## src/rtl/usb_in_transaction_ctrl.sv

```systemverilog
// Device-side USB IN transaction sequencer.
// Validates decoded IN tokens and requests DATA0/DATA1, NAK or STALL from the
// packet generator. After a data packet it waits a bounded time for the host
// handshake. It keeps one data toggle bit per endpoint.
module usb_in_transaction_ctrl #(
  parameter int NUM_EP      = 4,
  parameter int TIMEOUT_CYC = 64,
  parameter int CNT_W       = 7
) (
  input  logic              clk,
  input  logic              reset_L,
  input  logic              token_valid,
  input  logic [7:0]        token_pid,
  input  logic [6:0]        token_addr,
  input  logic [3:0]        token_endp,
  input  logic              token_err,
  input  logic [6:0]        dev_addr,
  input  logic [NUM_EP-1:0] ep_ready,
  input  logic [NUM_EP-1:0] ep_stall,
  input  logic [NUM_EP-1:0] toggle_clr,
  output logic              tx_req,
  output logic [7:0]        tx_pid,
  output logic [3:0]        tx_endp,
  input  logic              tx_done,
  input  logic              hs_valid,
  input  logic [7:0]        hs_pid,
  output logic [NUM_EP-1:0] ep_ack,
  output logic              timeout_err,
  output logic              busy
);

  localparam logic [7:0] PID_IN    = 8'h69;
  localparam logic [7:0] PID_DATA0 = 8'hC3;
  localparam logic [7:0] PID_DATA1 = 8'h4B;
  localparam logic [7:0] PID_ACK   = 8'hD2;
  localparam logic [7:0] PID_NAK   = 8'h5A;
  localparam logic [7:0] PID_STALL = 8'h1E;

  typedef enum logic [1:0] {IDLE, SEND_HS, SEND_DATA, WAIT_HS} state_t;

  state_t            state;
  logic [NUM_EP-1:0] toggle;
  logic [CNT_W-1:0]  cnt;

  logic [NUM_EP-1:0] tok_sel;
  logic [NUM_EP-1:0] cur_sel;
  logic              tok_ok;
  logic              tok_stall;
  logic              tok_ready;
  logic              tok_toggle;
  logic              last_cyc;

  // One-hot endpoint selects. Tokens with endp >= NUM_EP never reach the
  // truncated select, because tok_ok rejects them first.
  assign tok_sel    = NUM_EP'(16'd1 << token_endp);
  assign cur_sel    = NUM_EP'(16'd1 << tx_endp);
  assign tok_ok     = token_valid && !token_err && (token_pid == PID_IN) &&
                      (token_addr == dev_addr) && ({1'b0, token_endp} < 5'(NUM_EP));
  assign tok_stall  = |(ep_stall & tok_sel);
  assign tok_ready  = |(ep_ready & tok_sel);
  assign tok_toggle = |(toggle & tok_sel);
  assign last_cyc   = (cnt == CNT_W'(TIMEOUT_CYC - 1));

  // Transaction FSM with registered outputs and the per-endpoint toggle bits.
  always_ff @(posedge clk or negedge reset_L) begin
    if (!reset_L) begin
      state       <= IDLE;
      toggle      <= '0;
      cnt         <= '0;
      tx_req      <= 1'b0;
      tx_pid      <= 8'h00;
      tx_endp     <= 4'd0;
      ep_ack      <= '0;
      timeout_err <= 1'b0;
      busy        <= 1'b0;
    end else begin
      ep_ack      <= '0;
      timeout_err <= 1'b0;
      toggle      <= toggle & ~toggle_clr;
      unique case (state)
        IDLE: begin
          if (tok_ok) begin
            tx_req  <= 1'b1;
            busy    <= 1'b1;
            tx_endp <= token_endp;
            if (tok_stall) begin
              tx_pid <= PID_STALL;
              state  <= SEND_HS;
            end else if (!tok_ready) begin
              tx_pid <= PID_NAK;
              state  <= SEND_HS;
            end else begin
              tx_pid <= tok_toggle ? PID_DATA1 : PID_DATA0;
              state  <= SEND_DATA;
            end
          end
        end
        SEND_HS: begin
          if (tx_done) begin
            tx_req <= 1'b0;
            busy   <= 1'b0;
            state  <= IDLE;
          end
        end
        SEND_DATA: begin
          if (tx_done) begin
            tx_req <= 1'b0;
            cnt    <= '0;
            state  <= WAIT_HS;
          end
        end
        WAIT_HS: begin
          cnt <= cnt + 1'b1;
          // A handshake that arrives on the last timeout cycle still counts.
          if (hs_valid) begin
            busy  <= 1'b0;
            state <= IDLE;
            if (hs_pid == PID_ACK) begin
              ep_ack <= cur_sel;
              // A same-cycle toggle_clr still forces DATA0.
              toggle <= (toggle ^ cur_sel) & ~toggle_clr;
            end else begin
              timeout_err <= 1'b1;
            end
          end else if (last_cyc) begin
            busy        <= 1'b0;
            timeout_err <= 1'b1;
            state       <= IDLE;
          end
        end
        default: state <= IDLE;
      endcase
    end
  end

endmodule

```

## config.mk

```make
export PLATFORM = sky130hd
export DESIGN_NAME = usb_in_transaction_ctrl
export DESIGN_NICKNAME = d
export VERILOG_FILES = /design/src/rtl/usb_in_transaction_ctrl.sv
export SDC_FILE = /design/constraint.sdc
export NUM_CORES = 1
export LEC_CHECK = 0
export ABC_AREA = 1
export CORE_MARGIN = 1.5
export CORE_UTILIZATION = 44
export DETAILED_ROUTE_END_ITERATION = 10
export PLACE_DENSITY_LB_ADDON = 0.12
export SLEW_MARGIN = 20
export SYNTH_ARGS = -nofsm -noshare
export SYNTH_HDL_FRONTEND = slang
export SYNTH_SLANG_ARGS = --single-unit
```

## constraint.sdc

```tcl
create_clock -name clk -period 1.85 [get_ports clk]
set_clock_uncertainty 0.2 [all_clocks]
set_input_delay 0.4625 -clock clk [delete_from_list [all_inputs] [get_ports clk]]
set_output_delay 0.4625 -clock clk [all_outputs]
set_load 0.05 [all_outputs]
```

== Word level (Yosys, flattened, before mapping) ==
Cells that the tools add are included.
Word-level totals
  memories: 0
  logic and storage cells: 79
  input bits: 52
  memory bits (writable): 0
  bits in read-only memories: 0
  register bits after elaboration: 32
  output and inout bits: 19
  latch bits: 0
Cells by class
  add/sub/neg operators: 1
  bitwise gates (word level): 7
  multiply operators: 0
  equal/unequal tests: 12
  muxes and demuxes: 29
  divide/modulo/power cells: 0
  magnitude comparators: 1
  shifts and indexed selects: 2
  reductions and logical operators: 18
Operator list (number)
  4-bit two-way mux: 6
  8-bit two-way mux: 3
  4-bit bitwise AND: 5
  2-bit two-way mux: 7
  7-bit one-hot mux with 2 select lines: 1
  4-bit OR reduction: 3
  8-bit by 7-bit == test with 1-bit output, second input constant: 1
  8-bit == test, second input constant: 1
  1-bit two-way mux: 8
  2-bit one-hot mux with 4 select lines: 1
  4-bit AND reduction: 2
  1-bit by 4-bit << shifter with 4-bit output, first input constant: 2
  7-bit by 1-bit adder with 7-bit output, second input constant: 1
  7-bit by 6-bit == test with 1-bit output, second input constant: 1
  7-bit == test: 1
  7-bit two-way mux: 1
  2-bit inequality test, second input constant: 3
  2-bit == test, second input constant: 2
  1-bit logical AND: 4
  4-bit by 3-bit < comparator with 1-bit output, second input constant: 1
  4-bit NOT: 1
  2-bit AND reduction: 2
  2-bit nonzero test: 2
  4-bit bitwise XOR: 1
  other kinds (10): 10

== Logic depth before layout (Yosys ltp) ==
Gate-level depths: netlist of run 1.
  word-level depth: 7
  gate-level depth with buffers: 11
  mapped depth without buffers: 11

== Worst setup path before layout of run 1 ==
No wires, ideal clock.
  path kind: register to register
  start: register state[0]
  end: register cnt[6]
  library setup time: 0.132 ns
  stages on the path, launching flop included: 9
  setup slack: 0.145 ns
  period minus slack after synthesis: 1.705 ns
  required time: 1.518 ns
  path buffers: 0
  arrival time: 1.373 ns
  cell sequence: dfrtp_1 inv_1 ha_1 nand2_1 o21ai_0 nor3_1 nand2_1 nor3_1 nor3_1
Between the ends
  cells in the longest elaborated chain, start to end: 3
  elaborated cells between the ends (all ways): 6
  those cells by class: eq/ne (3); mux (1); reduce/logical (2)
Ends and longest elaborated chain
  start, declared: line 41  | state_t state;
  start signal, assigned: line 67  | state <= IDLE;
  start signal, assigned: line 88  | state <= SEND_HS;
  start signal, assigned: line 91  | state <= SEND_HS;
  2-bit == test: line 80  | unique case (state)
  2-bit inequality test (no line) / 2-bit nonzero test (equally long branches)
  2-bit AND reduction (no line)
  end signal, assigned: line 113  | cnt <= cnt + 1'b1;
  end, declared: line 43  | logic [CNT_W-1:0] cnt;
Parallel ways exist; a longest one is shown, timed or not.
A chain may end at the register's enable or synchronous reset.

== Final worst setup path of run 1 ==
  start: input dev_addr[3]
  end: register tx_pid[3]
Between the ends
  cells in the longest elaborated chain, start to end: 4
Ends and longest elaborated chain
  start, declared: line 17  | input logic [6:0] dev_addr,
  7-bit == test: line 58  | (token_addr == dev_addr) && ({1'b0, token_endp} < 5'(NUM_EP));
  1-bit logical AND: line 57  | assign tok_ok = token_valid && !token_err && (token_pid == PID_IN) &&
  1-bit logical AND: line 58
  2-bit AND reduction (no line)
  end signal, assigned: line 93  | tx_pid <= tok_toggle ? PID_DATA1 : PID_DATA0;
  end, declared: line 22  | output logic [7:0] tx_pid,
No other way between the ends.

==> impl_metrics.env, run 1 <==
export IMPL_status="complete, no violations"
export IMPL_max_cap_violations=0
export IMPL_grt_pass1_vias=1997
export IMPL_dp_cells=393
export IMPL_postPlaceCellArea_sq_um=3000
export IMPL_clock_latency_ps=290
export IMPL_ys_types=30
export IMPL_track_usage_pct=23.8
export IMPL_drt_pass1_iterations=4
export IMPL_irDropWorstVdd_uv=759
export IMPL_rows=23
export IMPL_power_density_nw_per_um2=724
export IMPL_numCtsBuffers=5
export IMPL_initial_core_util_pct=46.4
export IMPL_place_hpwl_microns=3690
export IMPL_total_power_mw=2.40
export IMPL_yosys_warnings=0
export IMPL_min_period_ps=1850
export IMPL_die_area_sq_um=4650
export IMPL_dieWidth_microns=68.2
export IMPL_htree_levels=2
export IMPL_cts_root_buf="clkbuf_8"
export IMPL_tns_ps=0
export IMPL_fin_ws_ps=4.03
export IMPL_drive_gt1_share_pct=27.7
export IMPL_totalWireLength_microns=5300
export IMPL_grt_pass1_wl_microns=8250
export IMPL_critPathCaptureType="register"
export IMPL_synth_fp_nets=309
export IMPL_num_antenna_cells=0
export IMPL_cts_tree="built"
export IMPL_required_ps=1810
export IMPL_fin_area_sq_um=3320
export IMPL_layout_area_overhead_vs_synth_pct=77.4
export IMPL_start_kind="primary input"
export IMPL_fin_nets=417
export IMPL_worstPathArrival_ps=1810
export IMPL_io_pins=71
export IMPL_avgSynthCellArea_sq_um=7.48
export IMPL_cts_hold_buffers=0
export IMPL_post_route_period_util_pct=99.8
export IMPL_cp_max_fo=6
export IMPL_seq_area_frac_synth_pct=41.5
export IMPL_cts_buffer_depth=2
export IMPL_synth_largest_area_cell="dfrtp_1"
export IMPL_die_y_microns=68.2
export IMPL_dr_first_iter_drc_count=88
export IMPL_regArea_sq_um=778
export IMPL_clock_fmax_mhz=542
export IMPL_finalHoldViolCount=0
export IMPL_drcViolationCount=0
export IMPL_cts_sinks=31
export IMPL_power_leakage_nw=1.85
export IMPL_post_route_util_pct=82.3
export IMPL_core_area_sq_um=4030
export IMPL_final_cells=408
export IMPL_synth_area_leaders="dfrtp_1 41%, nand2_1 12%, inv_1 8.6%"
export IMPL_syn_inst=250
export IMPL_antenna_found_initial=0
export IMPL_clk_pin_slew_worst_paths_ps=60
export IMPL_overflow=0
export IMPL_vias=1988
export IMPL_vias_per_cell=4.87
export IMPL_fillCellCount=251
export IMPL_holdWs_ps=300
export IMPL_post_place_ws_ps=-455
export IMPL_maxSlewViolCount=0
export IMPL_hold_class="reg2reg"
export IMPL_grt_start_max_net_pins=32
export IMPL_multi_input_area_sq_um=1060
export IMPL_io_buffer_count=69
export IMPL_netlist_area_leader_share_pct=41.5
export IMPL_synth_seq_cells=31
export IMPL_crit_type="in2reg"
export IMPL_routabilityCongestion=0.804
export IMPL_antenna_left=0
export IMPL_wl_per_cell_microns=13.0
export IMPL_setup_violations=0
export IMPL_syn_area_sq_um=1870
## routing by layer
| layer | GRT usage [%] | vias up | part of all wire, % |
|---|---|---|---|
| met4 | 8.25 | 0 | 2.4 |
| met2 | 43.4 | 60 | 52 |
| met5 | 0 | - | 0 |
| met3 | 6.91 | 17 | 5.9 |
| li1 | - | 989 | - |
| met1 | 26.3 | 922 | 39 |
## timing repair
| item | CTS | global route |
|---|---|---|
| gates resized for setup | 22 | 47 |
| pin swaps | 15 | 23 |
| cloned | 0 | 1 |
| endpoints found under the setup margin | 21 | 26 |
| endpoints found under the hold margin | 0 | 0 |
| setup buffers | 1 | 6 |
## critical path, stage by stage
cell and delay (ps):
clkdlybuf4s50_1 420, xor2_1 160, nor2_1 110, buf_4 140, nand3_4 110, nor2_8 160, nand3b_4 90, and2_1 150
## synthesized netlist by cell type, drive strengths merged
library cell / n
nand2: 63
inv: 47
nor2: 32
dfrtp: 31
nand3: 25
nor3: 10
a21oi: 8
ha: 7
o21ai: 6
nand4: 4
xnor2: 4
xor2: 3
nand3b: 2
nor4: 2
a211oi: 1
and2: 1
buf: 1
clkinv: 1
conb: 1
or2: 1
## sequential cells by signal (all words and copies together) (netlist names)
name / cells
tx_endp: 4
tx_pid: 7
cnt: 7
ep_ack: 4
timeout_err: 1
state: 2
busy: 1
toggle: 4
tx_req: 1
## report_power, final
part	internal, mW	switching [mW]
sequential	0.755	0.0696
combinational	0.472	0.562
clock	0.291	0.250
## path summary, 6_finish.rpt
path | start | to | slack (ps) | cells after the start
max | dev_addr[3] | tx_pid[3] | 4 | 8
min | toggle[3] | toggle[3] | 300 | 1
max reg2reg | state[0] | tx_pid[3] | 110 | 7
min reg2reg | toggle[3] | toggle[3] | 300 | 1
max in group asynchronous | reset_L | state[1] | 930 | 2
min in group asynchronous | reset_L | tx_pid[7] | 350 | 2
## kinds of logic after synthesis
| group | Yosys count | synth area share [%] |
|---|---|---|
| fa+ha+maj | 7 | 4.69 |
| other cells | 1 | 0.201 |
| compound gates | 15 | 4.35 |
| xor+xnor | 7 | 3.28 |
| flops | 31 | 41.5 |
| buf+inv | 49 | 10.0 |
| simple gates | 140 | 35.9 |
## cell type report
class	instances	share of cell area [%]
Timing Repair Buffer	101	34.7
Multi-Input combinational cell	171	31.8
Sequential cell	31	23.5
Inverter	48	5.43
Clock buffer	6	2.49
Tap cell	50	1.89
Clock inverter	1	0.151
## cell usage in the layout (no fill, tap or decap), types with 4 or more instances in the layout
master	n
nand2_1	60
dlymetal6s2s_1	19
nor3_1	6
inv_1	42
nor2_4	4
xnor2_1	4
dfrtp_1	29
inv_2	5
nor2_1	19
nor2_2	8
buf_4	30
clkbuf_8	6
a21oi_1	7
buf_12	19
nand3_1	22
nor3_2	4
ha_1	5
dlygate4sd2_1	14
clkdlybuf4s50_1	17
Note: power is estimated with default switching activity, not from simulation.
==> inputs of run 2 (changes only) <==
--- a/config.mk
+++ b/config.mk
@@ -7,7 +7,7 @@
 export LEC_CHECK = 0
 export ABC_AREA = 1
 export CORE_MARGIN = 1.5
-export CORE_UTILIZATION = 44
+export CORE_UTILIZATION = 47
 export DETAILED_ROUTE_END_ITERATION = 10
 export PLACE_DENSITY_LB_ADDON = 0.12
 export SLEW_MARGIN = 20
==> constraint.sdc (replaced) <==
create_clock -name clk -period 2.3 [get_ports clk]
set_clock_uncertainty 0.2 [all_clocks]
set_input_delay 0.575 -clock clk [delete_from_list [all_inputs] [get_ports clk]]
set_output_delay 0.575 -clock clk [all_outputs]
set_load 0.005 [all_outputs]
==> run 2 against run 1 <==
  * Global-route usage down 1.1 points
  * Non-clock buffer count down 20
  * First-iteration DRC count down 23%
  * Wire length down 18%
  * Sequential power down 22%
  * Combinational power down 43%
  * Flip-flop and latch count unchanged
  * Register-to-register slack better by 280 ps
  * Critical path depth up 1
  * Cell area down 15%
  * Total power down 26%
  * Clock power down 0.9%
  * Critical path type unchanged
  * Highest routed layer unchanged
==> impl_metrics.env, run 2 (same netlist as run 1, synthesis figures left out) <==
export IMPL_overflow=0
export IMPL_min_period_ps=2100
export IMPL_die_y_microns=66.1
export IMPL_crit_buf_inv=2
export IMPL_vias_per_cell=4.74
export IMPL_cp_max_fo=10
export IMPL_rr_worst_depth=8
export IMPL_cts_buffer_depth=2
export IMPL_initial_core_util_pct=49.9
export IMPL_io_buffer_count=69
export IMPL_crit_path_start="token_endp[3]"
export IMPL_post_cts_buffers=0
export IMPL_num_antenna_cells=0
export IMPL_wl_met2_microns=2150
export IMPL_ctsResizeCount=0
export IMPL_drt_pass1_iterations=6
export IMPL_reg2reg_from="state[0]"
export IMPL_cpPeakStageDelay_ps=470
export IMPL_htree_levels=2
export IMPL_track_usage_pct=22.7
export IMPL_rsz0062_at_grt="no"
export IMPL_core_area_sq_um=3740
export IMPL_required_ps=2320
export IMPL_cts_tree="built"
export IMPL_crit_type="in2reg"
export IMPL_totalWireLength_microns=4340
export IMPL_dr_first_iter_drc_count=68
export IMPL_place_hpwl_microns=3480
export IMPL_grt_start_max_net_pins=32
export IMPL_clock_latency_ps=290
export IMPL_layout_area_overhead_vs_synth_pct=50.6
export IMPL_hold_class="reg2reg"
export IMPL_drcViolationCount=0
export IMPL_critPathCaptureType="register"
export IMPL_reg_top3="cnt (7), tx_pid (7)"
export IMPL_setup_violations=0
export IMPL_worstSetupEndpoint="tx_pid[3]"
export IMPL_clk_pin_slew_worst_paths_ps=70
export IMPL_clock_fmax_mhz=476
export IMPL_power_leakage_nw=1.46
export IMPL_grt_pass1_vias=1777
export IMPL_cp_depth=9
export IMPL_r2r_end="cnt[6]"
export IMPL_route_layer_met1_wl_microns=1870
export IMPL_status="complete, no violations"
export IMPL_post_route_period_util_pct=91.3
export IMPL_maxSlewViolCount=0
export IMPL_wl_per_cell_microns=11.2
export IMPL_r2r_slack_ps=390
export IMPL_drive_gt1_share_pct=10.9
export IMPL_antenna_left=0
export IMPL_cp_cell_sequence="clkdlybuf4s50_1 > inv_2 > nand2_1 > nor2_1 > nand2_1 > nor2_4 > nand4_2 > nand2_1 > and2_1"
export IMPL_routabilityCongestion=0.776
export IMPL_antenna_found_initial=0
export IMPL_layout_common_cells="69 x clkdlybuf4s50_1, 62 x nand2_1, 43 x inv_1"
export IMPL_tns_ps=0
export IMPL_crit_top_cell="nand2_1"
export IMPL_irDropWorstVdd_uv=402
export IMPL_wl_met3_microns=244
export IMPL_cp_top_family="simple AND/OR/NAND/NOR gates"
export IMPL_fin_nets=396
export IMPL_top_layer="met4"
export IMPL_final_cells=386
export IMPL_cts_sinks=31
export IMPL_start_kind="primary input"
export IMPL_final_common_cell="clkdlybuf4s50_1"
export IMPL_numCtsBuffers=5
export IMPL_max_cap_violations=0
export IMPL_cts_hold_buffers=0
export IMPL_critPathSlowestCell="clkdlybuf4s50_1"
export IMPL_die_area_sq_um=4360
export IMPL_cts_root_buf="clkbuf_8"
export IMPL_dp_cells=378
export IMPL_worstPathArrival_ps=2120
export IMPL_io_pins=71
export IMPL_grt_pass1_wl_microns=7440
export IMPL_finalHoldViolCount=0
export IMPL_power_density_nw_per_um2=630
export IMPL_rows=22
export IMPL_vias=1830
export IMPL_dieWidth_microns=66.1
## run 2: worst min-delay path by stage
stage,from,endpoint,slack (ps),cells past startpoint
after global routing,tx_pid[1],tx_pid[1],290,1
final,busy,busy,270,2
after detailed placement,busy,busy,260,2
after floorplan,reset_L,busy,80,0
after global placement,tx_pid[1],tx_pid[1],260,1
after CTS,busy,busy,270,2
## run 2: power by group
part	total [mW]	switching, mW	internal [mW]
sequential	0.646	0.0424	0.604
combinational	0.592	0.314	0.278
clock	0.536	0.213	0.322
## run 2: cell type report
| class | count | area (sq um) |
|---|---|---|
| Inverter | 48 | 180 |
| Fill cell | 309 | 928 |
| Timing Repair Buffer | 81 | 781 |
| Clock inverter | 3 | 43.8 |
| Clock buffer | 5 | 68.8 |
| Multi-Input combinational cell | 170 | 906 |
| Tap cell | 48 | 60.1 |
| Sequential cell | 31 | 776 |
## run 2: routing by layer
metal	GRT usage (%)	up-vias
met3	4.26	7
met4	7.65	0
met2	41.3	58
li1	-	950
met1	26.7	815
met5	0	-
## run 2: per-stage QoR
step	hold slack [ps]	util [%]	power [mW]	setup WS, ps	area, sq um
6_report	269	75.2	1.77	199	2820
4_1_cts	275	75.2	1.79	176	2820
3_3_place_gp	259	72.2	1.23	-105	2700
2_1_floorplan	79.4	-	1.00	558	1870
5_1_grt	292	75.2	1.90	71.6	2820
3_5_place_dp	258	72.2	1.25	-79.6	2700
## run 2: worst min-delay path: stages, from the launching register on
cell	delay, ps
dfrtp_1	340
nand2_1	50
nand2_1	40
==> inputs of run 3 (changes only) <==
--- a/config.mk
+++ b/config.mk
@@ -6,7 +6,7 @@
 export NUM_CORES = 1
 export LEC_CHECK = 0
 export ABC_AREA = 1
-export CORE_MARGIN = 1.5
+export CORE_MARGIN = 5
 export CORE_UTILIZATION = 47
 export DETAILED_ROUTE_END_ITERATION = 10
 export PLACE_DENSITY_LB_ADDON = 0.12
==> run 3 against run 2 <==
  * Critical path type unchanged
  * Fmax down 0.17%
  * Core utilization down 4.2 points
  * Non-clock buffer count down 1
  * Cell area down 1.3%
  * Hold slack better by 8.3 ps
  * Flip-flop and latch count unchanged
  * Sequential share of layout area up 0.36 points
==> impl_metrics.env, run 3 (same netlist as run 1, synthesis figures left out) <==
export IMPL_setup_violations=0
export IMPL_fin_ws_ps=195
export IMPL_io_buffer_count=69
export IMPL_num_antenna_cells=0
export IMPL_r2r_slack_ps=370
export IMPL_cts_hold_buffers=0
export IMPL_holdWs_ps=277
export IMPL_internal_power_mw=1.09
export IMPL_cp_max_fo=10
export IMPL_start_kind="primary input"
export IMPL_power_leakage_nw=1.44
export IMPL_postPlaceCellArea_sq_um=2700
export IMPL_post_cts_buffers=0
export IMPL_final_common_cell="clkdlybuf4s50_1"
export IMPL_place_hpwl_microns=3640
export IMPL_max_cap_violations=0
export IMPL_combPwrFrac_pct=35.7
export IMPL_maxSlewViolCount=0
export IMPL_drive_gt1_share_pct=10.1
export IMPL_numCtsBuffers=5
export IMPL_routabilityCongestion=0.798
export IMPL_fin_nets=395
export IMPL_wl_per_cell_microns=11.3
export IMPL_drcViolationCount=0
export IMPL_rsz0062_at_grt="no"
export IMPL_crit_type="in2reg"
export IMPL_vias=1755
export IMPL_power_density_nw_per_um2=595
export IMPL_irDropWorstVdd_uv=393
export IMPL_rows=23
export IMPL_total_power_mw=1.65
export IMPL_clkPwrFrac_pct=25.1
export IMPL_reg_top3="cnt (7), tx_pid (7)"
export IMPL_clock_fmax_mhz=475
export IMPL_cts_root_buf="clkbuf_8"
export IMPL_antenna_found_initial=0
export IMPL_critPathCaptureType="register"
export IMPL_clk_pin_slew_worst_paths_ps=70
export IMPL_p_sw_uw=559
export IMPL_dr_first_iter_drc_count=34
export IMPL_overflow=0
export IMPL_drt_pass1_iterations=4
export IMPL_critPathSlowestCell="clkdlybuf4s50_1"
export IMPL_post_place_ws_ps=-91.2
export IMPL_cp_cell_sequence="clkdlybuf4s50_1 > inv_2 > nand2_1 > nor2_1 > nand2_1 > nor2_4 > nand4_2 > nor2_1 > a21oi_1"
export IMPL_cts_tree="built"
export IMPL_seq_power_share_pct=39.2
export IMPL_tns_ps=0
export IMPL_io_pins=71
export IMPL_dieWidth_microns=73.1
export IMPL_grt_pass1_vias=1718
export IMPL_required_ps=2270
export IMPL_die_area_sq_um=5340
export IMPL_worstPathArrival_ps=2070
export IMPL_core_area_sq_um=3910
export IMPL_fin_area_sq_um=2780
export IMPL_min_period_ps=2100
export IMPL_cts_buffer_depth=2
export IMPL_grt_start_max_net_pins=32
export IMPL_grt_pass1_wl_microns=7280
export IMPL_status="complete, no violations"
export IMPL_finalHoldViolCount=0
export IMPL_layout_common_cells="69 x clkdlybuf4s50_1, 62 x nand2_1, 43 x inv_1"
export IMPL_antenna_left=0
export IMPL_initial_core_util_pct=47.8
export IMPL_totalWireLength_microns=4390
export IMPL_ctsResizeCount=0
export IMPL_post_route_period_util_pct=91.5
export IMPL_layout_area_overhead_vs_synth_pct=48.7
export IMPL_track_usage_pct=18.0
export IMPL_vias_per_cell=4.53
export IMPL_htree_levels=2
export IMPL_fillCellCount=323
export IMPL_die_y_microns=73.1
export IMPL_hold_class="reg2reg"
export IMPL_cts_sinks=31
export IMPL_cpPeakStageDelay_ps=510
export IMPL_swShare_pct=33.8
export IMPL_clock_latency_ps=280
## run 3: cell types whose count changed in the layout (fill, tap and decap cells not counted)
cell,change
clkbuf_1,+2
bufinv_16,-1
buf_4,-1
clkinv_4,-1
## run 3: cell type report
class                   instances  area [sq um]  area share (%)
repair buffers                 80           773            27.8
well taps                      50          62.6            2.25
clock inverters                 1          5.00           0.180
flip-flops and latches         31           776            27.9
clock buffers                   7          76.3            2.75
inverters                      48           180            6.48
multi-input cells             170           906            32.6
## run 3: power groups by stage
stage | clock, mW | combinational (mW) | sequential, mW
global placement | 0 | 0.579 | 0.656
finish | 0.414 | 0.590 | 0.648
global route | 0.451 | 0.665 | 0.656
CTS | 0.427 | 0.596 | 0.648
detailed placement | 0 | 0.596 | 0.655
floorplan | 0 | 0.351 | 0.650
## run 3: stage by stage
stage | util (%) | std cells
after CTS | 71.0 | 387
final | 71.0 | 387
after floorplan | - | 250
after global routing | 71.0 | 387
after detailed placement | 68.9 | 379
after global placement | 68.9 | 379
## run 3: final timing paths
path                               start    endpoint  cells after the start
setup reg to reg                state[0]      cnt[5]                      8
hold reg to reg                tx_pid[0]   tx_pid[0]                      2
hold / removal                 tx_pid[0]   tx_pid[0]                      2
min in group asynchronous        reset_L   tx_pid[1]                      2
setup / recovery           token_endp[2]  tx_endp[0]                      9
max in group asynchronous        reset_L      tx_req                      2
## run 3: worst max-delay path: cells and delay by family
kind / cells / cell delay (ps)
AOI/OAI and AO/OA: 1 / 60
and+or+nand+nor: 6 / 840
buffers and inverters: 2 / 590
## run 3: layer usage
layer  vias to the layer above  routed length (microns)  global-route usage [%]
met5                         -                        0                       0
met4                         0                       80                    7.99
met3                         7                      339                    4.68
met2                        47                     2050                    31.2
met1                       749                     1910                    20.6
li1                        952                        -                       -
